[config.mk]
export PLATFORM = sky130hd
export DESIGN_NAME = rr_mux_arbiter
export DESIGN_NICKNAME = d
export VERILOG_FILES = /design/src/rtl/rr_mux_arbiter_pkg.sv /design/src/rtl/rr_arb_pick.sv /design/src/rtl/rr_mux_arbiter.sv
export SDC_FILE = /design/constraint.sdc
export NUM_CORES = 1
export LEC_CHECK = 0
export CAP_MARGIN = 20
export CORE_MARGIN = 1.5
export CORE_UTILIZATION = 38
export DETAILED_ROUTE_END_ITERATION = 8
export PLACE_DENSITY = 0.75
export SKIP_LAST_GASP = 1
export SYNTH_ARGS = -nofsm -noshare
export SYNTH_HDL_FRONTEND = slang
export SYNTH_SLANG_ARGS = --single-unit
[constraint.sdc]
create_clock -name clk -period 2.53 [get_ports clk]
set_input_delay 0.506 -clock clk [delete_from_list [all_inputs] [get_ports clk]]
set_output_delay 0.506 -clock clk [all_outputs]
set_load 0.05 [all_outputs]
[src/rtl/rr_mux_arbiter_pkg.sv]
// Shared types and helpers for the round-robin 4:1 mux arbiter.
package rr_mux_arbiter_pkg;

    localparam int N_REQ = 4;
    localparam int SEL_W = 2;

    typedef logic [SEL_W-1:0] sel_t;

    function automatic sel_t inc_idx(input sel_t i_idx);
        int w_nxt;
        w_nxt = (int'(i_idx) + 1) % N_REQ;
        return sel_t'(w_nxt);
    endfunction

endpackage

[src/rtl/rr_arb_pick.sv]
// Combinational round-robin pick: first set request at or after i_ptr.
module rr_arb_pick
    import rr_mux_arbiter_pkg::*;
(
    input  logic [N_REQ-1:0] i_req,
    input  sel_t             i_ptr,
    output sel_t             o_gnt_idx,
    output logic             o_gnt_any
);

    logic w_found;
    sel_t w_idx;

    always_comb begin
        o_gnt_idx = i_ptr;
        w_found   = 1'b0;
        w_idx     = i_ptr;
        for (int k = 0; k < N_REQ; k++) begin
            w_idx = i_ptr + sel_t'(k);
            if (!w_found && i_req[w_idx]) begin
                o_gnt_idx = w_idx;
                w_found   = 1'b1;
            end
        end
    end

    assign o_gnt_any = |i_req;

endmodule

[src/rtl/rr_mux_arbiter.sv]
// Round-robin arbiter with registered 4:1 output stage.
// RR_MUX_ARBITER_BURST_LOCK_EN adds i_in_last and burst locking.
module rr_mux_arbiter
    import rr_mux_arbiter_pkg::*;
#(
    parameter int WIDTH = 4
) (
    input  logic                   clk,
    input  logic                   rst_n,
    input  logic [N_REQ-1:0]       i_in_valid,
    input  logic [N_REQ*WIDTH-1:0] i_in_data,
`ifdef RR_MUX_ARBITER_BURST_LOCK_EN
    input  logic [N_REQ-1:0]       i_in_last,
`endif
    output logic [N_REQ-1:0]       o_in_ready,
    output logic                   o_out_valid,
    output logic [WIDTH-1:0]       o_out_data,
    output sel_t                   o_out_sel,
    input  logic                   i_out_ready
);

    logic             r_out_valid;
    logic [WIDTH-1:0] r_out_data;
    sel_t             r_out_sel;
    sel_t             r_ptr;
    logic             w_load;
    logic             w_fire;
    logic [N_REQ-1:0] w_req;
    sel_t             w_gnt_idx;
    logic             w_gnt_any;
    logic [WIDTH-1:0] w_gnt_data;

`ifdef RR_MUX_ARBITER_BURST_LOCK_EN
    logic r_locked;
    sel_t r_lock_id;

    // While a burst is open only its owner may be granted.
    assign w_req = r_locked
                 ? (i_in_valid & (N_REQ'(1) << r_lock_id))
                 : i_in_valid;
`else
    assign w_req = i_in_valid;
`endif

    rr_arb_pick u_pick (
        .i_req     (w_req),
        .i_ptr     (r_ptr),
        .o_gnt_idx (w_gnt_idx),
        .o_gnt_any (w_gnt_any)
    );

    assign w_load     = !r_out_valid || i_out_ready;
    assign w_fire     = w_load && w_gnt_any && rst_n;
    assign w_gnt_data = i_in_data[w_gnt_idx*WIDTH +: WIDTH];
    assign o_in_ready = w_fire ? (N_REQ'(1) << w_gnt_idx) : '0;

    always_ff @(posedge clk or negedge rst_n) begin
        if (!rst_n) begin
            r_out_valid <= 1'b0;
            r_out_data  <= '0;
            r_out_sel   <= '0;
            r_ptr       <= '0;
`ifdef RR_MUX_ARBITER_BURST_LOCK_EN
            r_locked    <= 1'b0;
            r_lock_id   <= '0;
`endif
        end else if (w_load) begin
            if (w_gnt_any) begin
                r_out_valid <= 1'b1;
                r_out_data  <= w_gnt_data;
                r_out_sel   <= w_gnt_idx;
`ifdef RR_MUX_ARBITER_BURST_LOCK_EN
                if (i_in_last[w_gnt_idx]) begin
                    r_ptr    <= inc_idx(w_gnt_idx);
                    r_locked <= 1'b0;
                end else begin
                    r_locked  <= 1'b1;
                    r_lock_id <= w_gnt_idx;
                end
`else
                r_ptr       <= inc_idx(w_gnt_idx);
`endif
            end else begin
                r_out_valid <= 1'b0;
            end
        end
    end

    assign o_out_valid = r_out_valid;
    assign o_out_data  = r_out_data;
    assign o_out_sel   = r_out_sel;

endmodule

# Word level (Yosys, flattened, before mapping)
# Cells that the tools add are included.
# op_classes
mux,16
reduce_logical,12
n_eq_ne,0
div,0
shifts,2
n_lt_le_gt_ge,4
addsub,4
bitwise_logic,0
mul,0
# ops
op,n
$shiftx A16 B5 Y4,1
$lt A2 B3 Y1 const B,4
$bmux W1 S2,4
$mux W1,8
$mux W2,3
$logic_and A1 B1 Y1,5
$add A2 B1 Y2 const B,2
$add A2 B2 Y2 const B,2
$logic_not A1 Y1,4
$mux W4,1
$reduce_or A4 Y1,1
$shl A1 B2 Y4 const A,1
$reduce_and A2 Y1,1
$logic_or A1 B1 Y1,1
# word_totals
in_bits,23
ram_bits,0
n_memories,0
ff_bits,9
latch_bits,0
romBits,0

# Longest topological paths before layout
# Gate-level depths: netlist (run 1).
# logic_depth
depth_word,14
mapped_depth,6

# Hierarchy
# A second synthesis (run 1) with hierarchy kept.
# unflattened
cells_unflattened,53
hier_area_um2,640.6
# by_module_without_submodules
module,area_each_um2,seq_area_each_um2,instances,cells_each
rr_mux_arbiter,544.3,225.2,1,37
rr_arb_pick,96.3,0.0,1,16

# Worst setup path after synthesis (run 1)
# No wires, ideal clock.
# synth_timing
kind,in2out
start,input port i_in_valid[2]
end,output port o_in_ready[1]
stages,5
slack_ns,0.154
t_arrival_ns,1.870
t_required_ns,2.024
path_cell_list,nor2b_1 > o21ai_0 > o221a_2 > nand3_1 > nor2_1
# synth_via
elab_chain_cells,14
# synth_rtl
item,line,source
from (decl),rr_mux_arbiter.sv:10,"input logic [N_REQ-1:0] i_in_valid,"
$bmux W1 S2,rr_arb_pick.sv:20,if (!w_found && i_req[w_idx]) begin
$mux W1 (not written as such),rr_arb_pick.sv:20,
$mux W1,rr_arb_pick.sv:20,
$logic_not A1 Y1,rr_arb_pick.sv:20,
$logic_and A1 B1 Y1,rr_arb_pick.sv:20,
$mux W1,rr_arb_pick.sv:20,
$logic_not A1 Y1,rr_arb_pick.sv:20,
$logic_and A1 B1 Y1,rr_arb_pick.sv:20,
$mux W1,rr_arb_pick.sv:20,
$logic_not A1 Y1,rr_arb_pick.sv:20,
$logic_and A1 B1 Y1,rr_arb_pick.sv:20,
$mux W2,rr_arb_pick.sv:20,
$shl A1 B2 Y4,rr_mux_arbiter.sv:55,assign o_in_ready = w_fire ? (N_REQ'(1) << w_gnt_idx) : '0;
$mux W4 (*),rr_mux_arbiter.sv:55,
to (decl),rr_mux_arbiter.sv:15,"output logic [N_REQ-1:0] o_in_ready,"
# Every way passes the cells marked *; elsewhere a longest branch is shown, timed or not. The select of a mux whose other input is x is not followed.

# Worst setup path in the final report (run 1)
# layout_timing
start,input port i_in_valid[1]
end,output port o_in_ready[3]
# The elaborated chain is that of the path after synthesis.

==> results of run 1 <==
-- worst min path at each step --
stage	start	cells after the start	slack, ns	to
after global placement	o_out_sel[0]	1	0.46	o_out_sel[0]
after detailed placement	o_out_sel[0]	1	0.47	o_out_sel[0]
after CTS	o_out_sel[0]	1	0.49	o_out_sel[0]
final	o_out_sel[0]	1	0.48	o_out_sel[0]
after floorplan	rst_n	0	0.21	o_out_data[0]
after global routing	o_out_sel[0]	1	0.51	o_out_sel[0]
-- area by class of cell --
type | count | area, um2 | share of cell area (%)
timing repair buffer | 46 | 472 | 39.4
multi-input combinational | 57 | 450 | 37.6
sequential | 9 | 225 | 18.8
clock buffer | 4 | 26.3 | 2.19
tap | 16 | 20.0 | 1.67
inverter | 1 | 3.75 | 0.313
-- flip-flops by register name (all words and copies together) (netlist names) --
register,cells
o_out_data,4
o_out_sel,2
r_ptr,2
o_out_valid,1
-- Yosys cell counts, drive strengths merged (2+ instances only) --
library cell | number | area [um2]
nand3 | 6 | 30.0
a221o | 4 | 40.0
a21o | 2 | 15.0
buf | 2 | 16.3
dfrtp | 9 | 225
nor2 | 8 | 30.0
a211oi | 4 | 30.0
mux2 | 4 | 60.1
o21ai | 8 | 43.8
nand2 | 6 | 30.0
nor2b | 3 | 18.8
-- cell families after synthesis --
| group | Yosys count |
|---|---|
| DFF | 9 |
| and+or+nand+nor | 29 |
| muxes | 4 |
| AOI/OAI and AO/OA | 23 |
| xor gates and xnor gates | 1 |
| buffers and inverters | 3 |
-- power by group through the flow --
stage	Combinational (W)	Sequential [W]	Clock, W
after floorplan	0.000280	0.000360	0
after global placement	0.000632	0.000243	0
after detailed placement	0.000641	0.000245	0
after CTS	0.000650	0.000243	0.000110
after global routing	0.000711	0.000256	0.000118
final	0.000669	0.000249	0.000107
-- per-stage QoR --
stage	total power [W]	util [%]	setup TNS [ns]	worst slack (ns)	instances
after floorplan	0.000640	-	0	0.154	69
after global placement	0.000876	72.0	-0.148	-0.0512	128
after detailed placement	0.000887	72.0	-0.224	-0.0779	128
after CTS	0.00100	74.2	-0.0233	-0.0123	132
after global routing	0.00108	76.8	0	0.0290	133
final	0.00103	76.8	0	0.144	133
-- layer usage --
layer / share of wire (%) / vias up / track usage (%)
li1: - / 360 / -
met5: 0 / - / 0
met3: 3.6 / 2 / 1.22
met1: 43 / 351 / 24.8
met2: 53 / 19 / 34.2
met4: 0.65 / 0 / 7.27
-- repair_timing --
item,in CTS,in global routing
setup buffers,0,1
resized for setup,6,8
pin swaps,1,2
hold buffers,0,0
setup endpoints to repair,4,4
==> impl_metrics.json, run 1 <==
{
  "status": "finished, violations left",
  "failed_checks": "design-rule violations",
  "critPathSlowestCell": "clkdlybuf4s50_1",
  "clkPwrFrac_pct": 10.4,
  "routed-via-count": 732,
  "combPwrFrac_pct": 65.3,
  "port_buffers": 33,
  "wire_per_inst_um": 14.0,
  "yosys.area_share.simple_pct": 26.4,
  "cp_cell_sequence": "clkdlybuf4s50_1 > nor4_2 > a21oi_1 > nand3_1 > nor2_2 > buf_12",
  "critPathArrivalTime_ns": 1.88,
  "fill_cells": 108,
  "syn-instance-count": 69,
  "htree_levels": 1,
  "synth_edf_count": 0,
  "area_growth_syn_to_layout_pct": 81.9,
  "r2r_start": "r_ptr[1]",
  "seqPwrFrac_pct": 24.3,
  "crit_path_end_kind": "output pin",
  "grt_pass1_wl_um": 2860,
  "io_pins": 34,
  "cts.clk_slew.worst_paths_ns": 0.06,
  "worst-setup-path-type": "input pin to output pin",
  "r2r_setup_slack_ns": 0.57,
  "layout_min_cycle_time_ns": 2.39,
  "mostFrequentLayoutCells": "26 x clkdlybuf4s50_1, 13 x buf_4, 9 x dfrtp_1, 6 x nand3_1, 5 x nand2_1",
  "ys_warn_count": 0,
  "grt_max_degree": 10,
  "worst-r2r-cell-count": 6,
  "critPathLaunchType": "input pin",
  "syn_area_um2": 658,
  "skew_ns": 0.000476,
  "layout_commonest_cell": "clkdlybuf4s50_1",
  "fmax_mhz": 419,
  "n_antenna_cell": 0,
  "syn_nets": 92,
  "internal_power_w": 0.000569,
  "cp.depth": 6,
  "reg2reg_to": "o_out_data[1]",
  "slowest_delay_ns": 0.57,
  "maxSlewViolCount": 0,
  "antenna_left": 0,
  "hold_viol_final": 0,
  "p_leak_nw": 0.518,
  "switching_share_pct": 44.5,
  "path_buf_inv": 2,
  "synth_cell_types": 28,
  "rows": 14,
  "final-setup-viol-count": 0,
  "synthAdderAreaFrac_pct": 0,
  "clockRootBuffer": "clkbuf_4",
  "drcViolationCount": 1,
  "cap_viol_max_count": 0,
  "path_max_fanout": 5,
  "p_sw_w": 0.000456,
  "fin_crit_sh_pct": 94.3,
  "cts_tree": "yes",
  "synth-xor-area-share_pct": 1.33,
  "drive_above_1_share_pct": 33.3,
  "tightest_slew_ns": 0.516,
  "dr.pass1.iters": 6,
  "ys_seq_elements": 9,
  "grt.overflow.total": 0,
  "cp_top_family": "buffers and inverters",
  "dieHeight_um": 44.6,
  "muxShareOfSynthArea_pct": 9.13,
  "via_per_inst": 5.50,
  "rsz0062_at_grt": "false",
  "antenna_found_initial": 0,
  "setup.worst_path.start": "i_in_valid[1]",
  "critical_path.endpoint": "o_in_ready[3]",
  "clock_sinks": 9,
  "whs_ns": 0.479,
  "numCtsBuffers": 3,
  "slew_headroom_pct": 65.5,
  "async_flop_share_pct": 100,
  "dpl_cell_area_um2": 1120,
  "synth-seq-area-share_pct": 34.2,
  "vdd_drop_max_mv": 0.499,
  "synth_top_family_by_area": "simple AND/OR/NAND/NOR gates",
  "final_nets": 141,
  "dieArea_um2": 1990,
  "die_w_um": 44.6,
  "synth_flop_cell": "dfrtp_1",
  "clk_path_buf_depth": 2,
  "drt_iter0_drc": 15,
  "synth_compound_area_share_pct": 25.9,
  "hp-class": "register to register",
  "insertion_delay_ns": 0.25,
  "design_area_um2": 1200,
  "power_density_nw_per_um2": 856,
  "dpl.hpwl_um": 1480,
  "required_ns": 2.02,
  "grt_usage_pct": 19.5,
  "grt_pass1_vias": 679,
  "wl_um": 1860,
  "gp_congestion": 0.754,
  "initial_core_util_pct": 42.2,
  "syn_avg_cell_area_um2": 9.54,
  "core-area_um2": 1560
}
No activity file was read; power rests on OpenSTA's default activity.
==> inputs of run 2 (changes only) <==
- CTS_CLUSTER_DIAMETER: default -> 60
- TNS_END_PERCENT: default -> 1
==> impl_metrics.json, run 2 (same netlist as run 1, synthesis figures left out) <==
{
  "status": "finished, violations left",
  "failed_checks": "design-rule violations",
  "initial_core_util_pct": 42.2,
  "core-area_um2": 1560,
  "dieHeight_um": 44.6,
  "vdd_drop_max_mv": 0.503,
  "layout_commonest_cell": "clkdlybuf4s50_1",
  "path_max_fanout": 5,
  "power_density_nw_per_um2": 861,
  "skew_ns": 0.00163,
  "holdBufCountCts": 0,
  "utilization_pct": 76.6,
  "fin_crit_sh_pct": 95.3,
  "design_area_um2": 1190,
  "grtUsageMet3_pct": 1.22,
  "path_buf_inv": 2,
  "cts_tree": "yes",
  "wire_per_inst_um": 14.4,
  "cts.clk_slew.worst_paths_ns": 0.06,
  "slew_headroom_pct": 65.4,
  "fill_cells": 109,
  "dieArea_um2": 1990,
  "cap_viol_max_count": 0,
  "grt_max_degree": 10,
  "final-setup-viol-count": 0,
  "area_growth_syn_to_layout_pct": 81.6,
  "clock_sinks": 9,
  "via_per_inst": 5.68,
  "maxSlewViolCount": 0,
  "rows": 14,
  "numCtsBuffers": 3,
  "fmax_mhz": 415,
  "rsz0062_at_grt": "false",
  "grt_usage_pct": 19.4,
  "largest_register_ffs": 4,
  "drt_iter0_drc": 10,
  "grt_use_met2_pct": 33.3,
  "antenna_found_initial": 0,
  "hp-class": "register to register",
  "critPathArrivalTime_ns": 1.91,
  "mostFrequentLayoutCells": "26 x clkdlybuf4s50_1, 13 x buf_4, 9 x dfrtp_1, 6 x nand3_1",
  "htree_levels": 1,
  "final_nets": 141,
  "tightest_slew_ns": 0.517,
  "crit_path_end_kind": "output pin",
  "stdcell_count": 133,
  "dpl_cell_area_um2": 1120,
  "required_ns": 2.02,
  "clk_path_buf_depth": 2,
  "dpl.hpwl_um": 1480,
  "gp_congestion": 0.754,
  "layout_min_cycle_time_ns": 2.41,
  "hold_viol_final": 0,
  "n_antenna_cell": 0,
  "cp_top_family": "buffers and inverters",
  "drcViolationCount": 1,
  "wl_um": 1910,
  "cp.depth": 6,
  "critPathSlowestCell": "clkdlybuf4s50_1",
  "post-place-cells": 128,
  "worst-r2r-cell-count": 6,
  "slowest_delay_ns": 0.57,
  "clockRootBuffer": "clkbuf_4",
  "multi_input_area_um2": 448,
  "grt_pass1_wl_um": 2840,
  "die_w_um": 44.6,
  "drive_above_1_share_pct": 32.5,
  "worst-setup-path-type": "input pin to output pin",
  "whs_path_depth": 1,
  "insertion_delay_ns": 0.25,
  "grt.overflow.total": 0,
  "dr.pass1.iters": 6,
  "timing.setup.tns_ns": 0,
  "routed-via-count": 755,
  "finalPower_w": 0.00103,
  "busiest_layer": "met2",
  "grt.met1_usage_pct": 25.3,
  "regArea_um2": 225,
  "io_pins": 34,
  "p_leak_nw": 0.518,
  "antenna_left": 0,
  "cp_cell_sequence": "clkdlybuf4s50_1 > nor4_2 > a21oi_1 > nand3_1 > nor2_2 > buf_12",
  "port_buffers": 33,
  "grt_pass1_vias": 671,
  "critPathLaunchType": "input pin"
}
==> run 2: per-stage QoR <==
step / setup WS (ns) / hold WS [ns]
after global placement: -0.0512 / 0.462
after detailed placement: -0.0779 / 0.474
final: 0.119 / 0.479
after global routing: 0.0238 / 0.510
after floorplan: 0.154 / 0.210
after CTS: -0.0123 / 0.488
==> run 2: worst paths after layout <==
path                                       to  slack (ns)          start
min in group asynchronous            r_ptr[0]        0.62          rst_n
worst max-delay path            o_in_ready[3]        0.12  i_in_valid[1]
worst max register to register  o_out_data[0]        0.54       r_ptr[1]
max in group asynchronous            r_ptr[1]        1.78          rst_n
worst min register to register   o_out_sel[0]        0.48   o_out_sel[0]
worst min-delay path             o_out_sel[0]        0.48   o_out_sel[0]
==> run 2: power by group <==
group / total, W / leakage (nW) / switching (W) / internal [W]
clock network: 0.000107 / 0.0150 / 0.0000468 / 0.0000606
logic: 0.000672 / 0.397 / 0.000358 / 0.000313
registers: 0.000250 / 0.106 / 0.0000550 / 0.000195
==> run 2: final cells by class <==
type                    instances  share of cell area [%]
clock buffers                   4                    2.20
inverters                       1                   0.314
multi-input cells              57                    37.5
flip-flops and latches          9                    18.8
well taps                      16                    1.68
repair buffers                 46                    39.5
==> run 2: repair_timing <==
item                       in CTS  in global routing
pin swaps                       0                  2
setup endpoints to repair       4                  4
buffers inserted                0                  1
gates cloned                    0                  0
hold endpoints to repair        0                  0
gates resized for setup         5                  8
==> run 2: per-layer routing <==
metal	part of all wire (%)	wire, um
met4	2.4	46
met2	52	993
met5	0	0
met3	4.2	80
met1	41	790
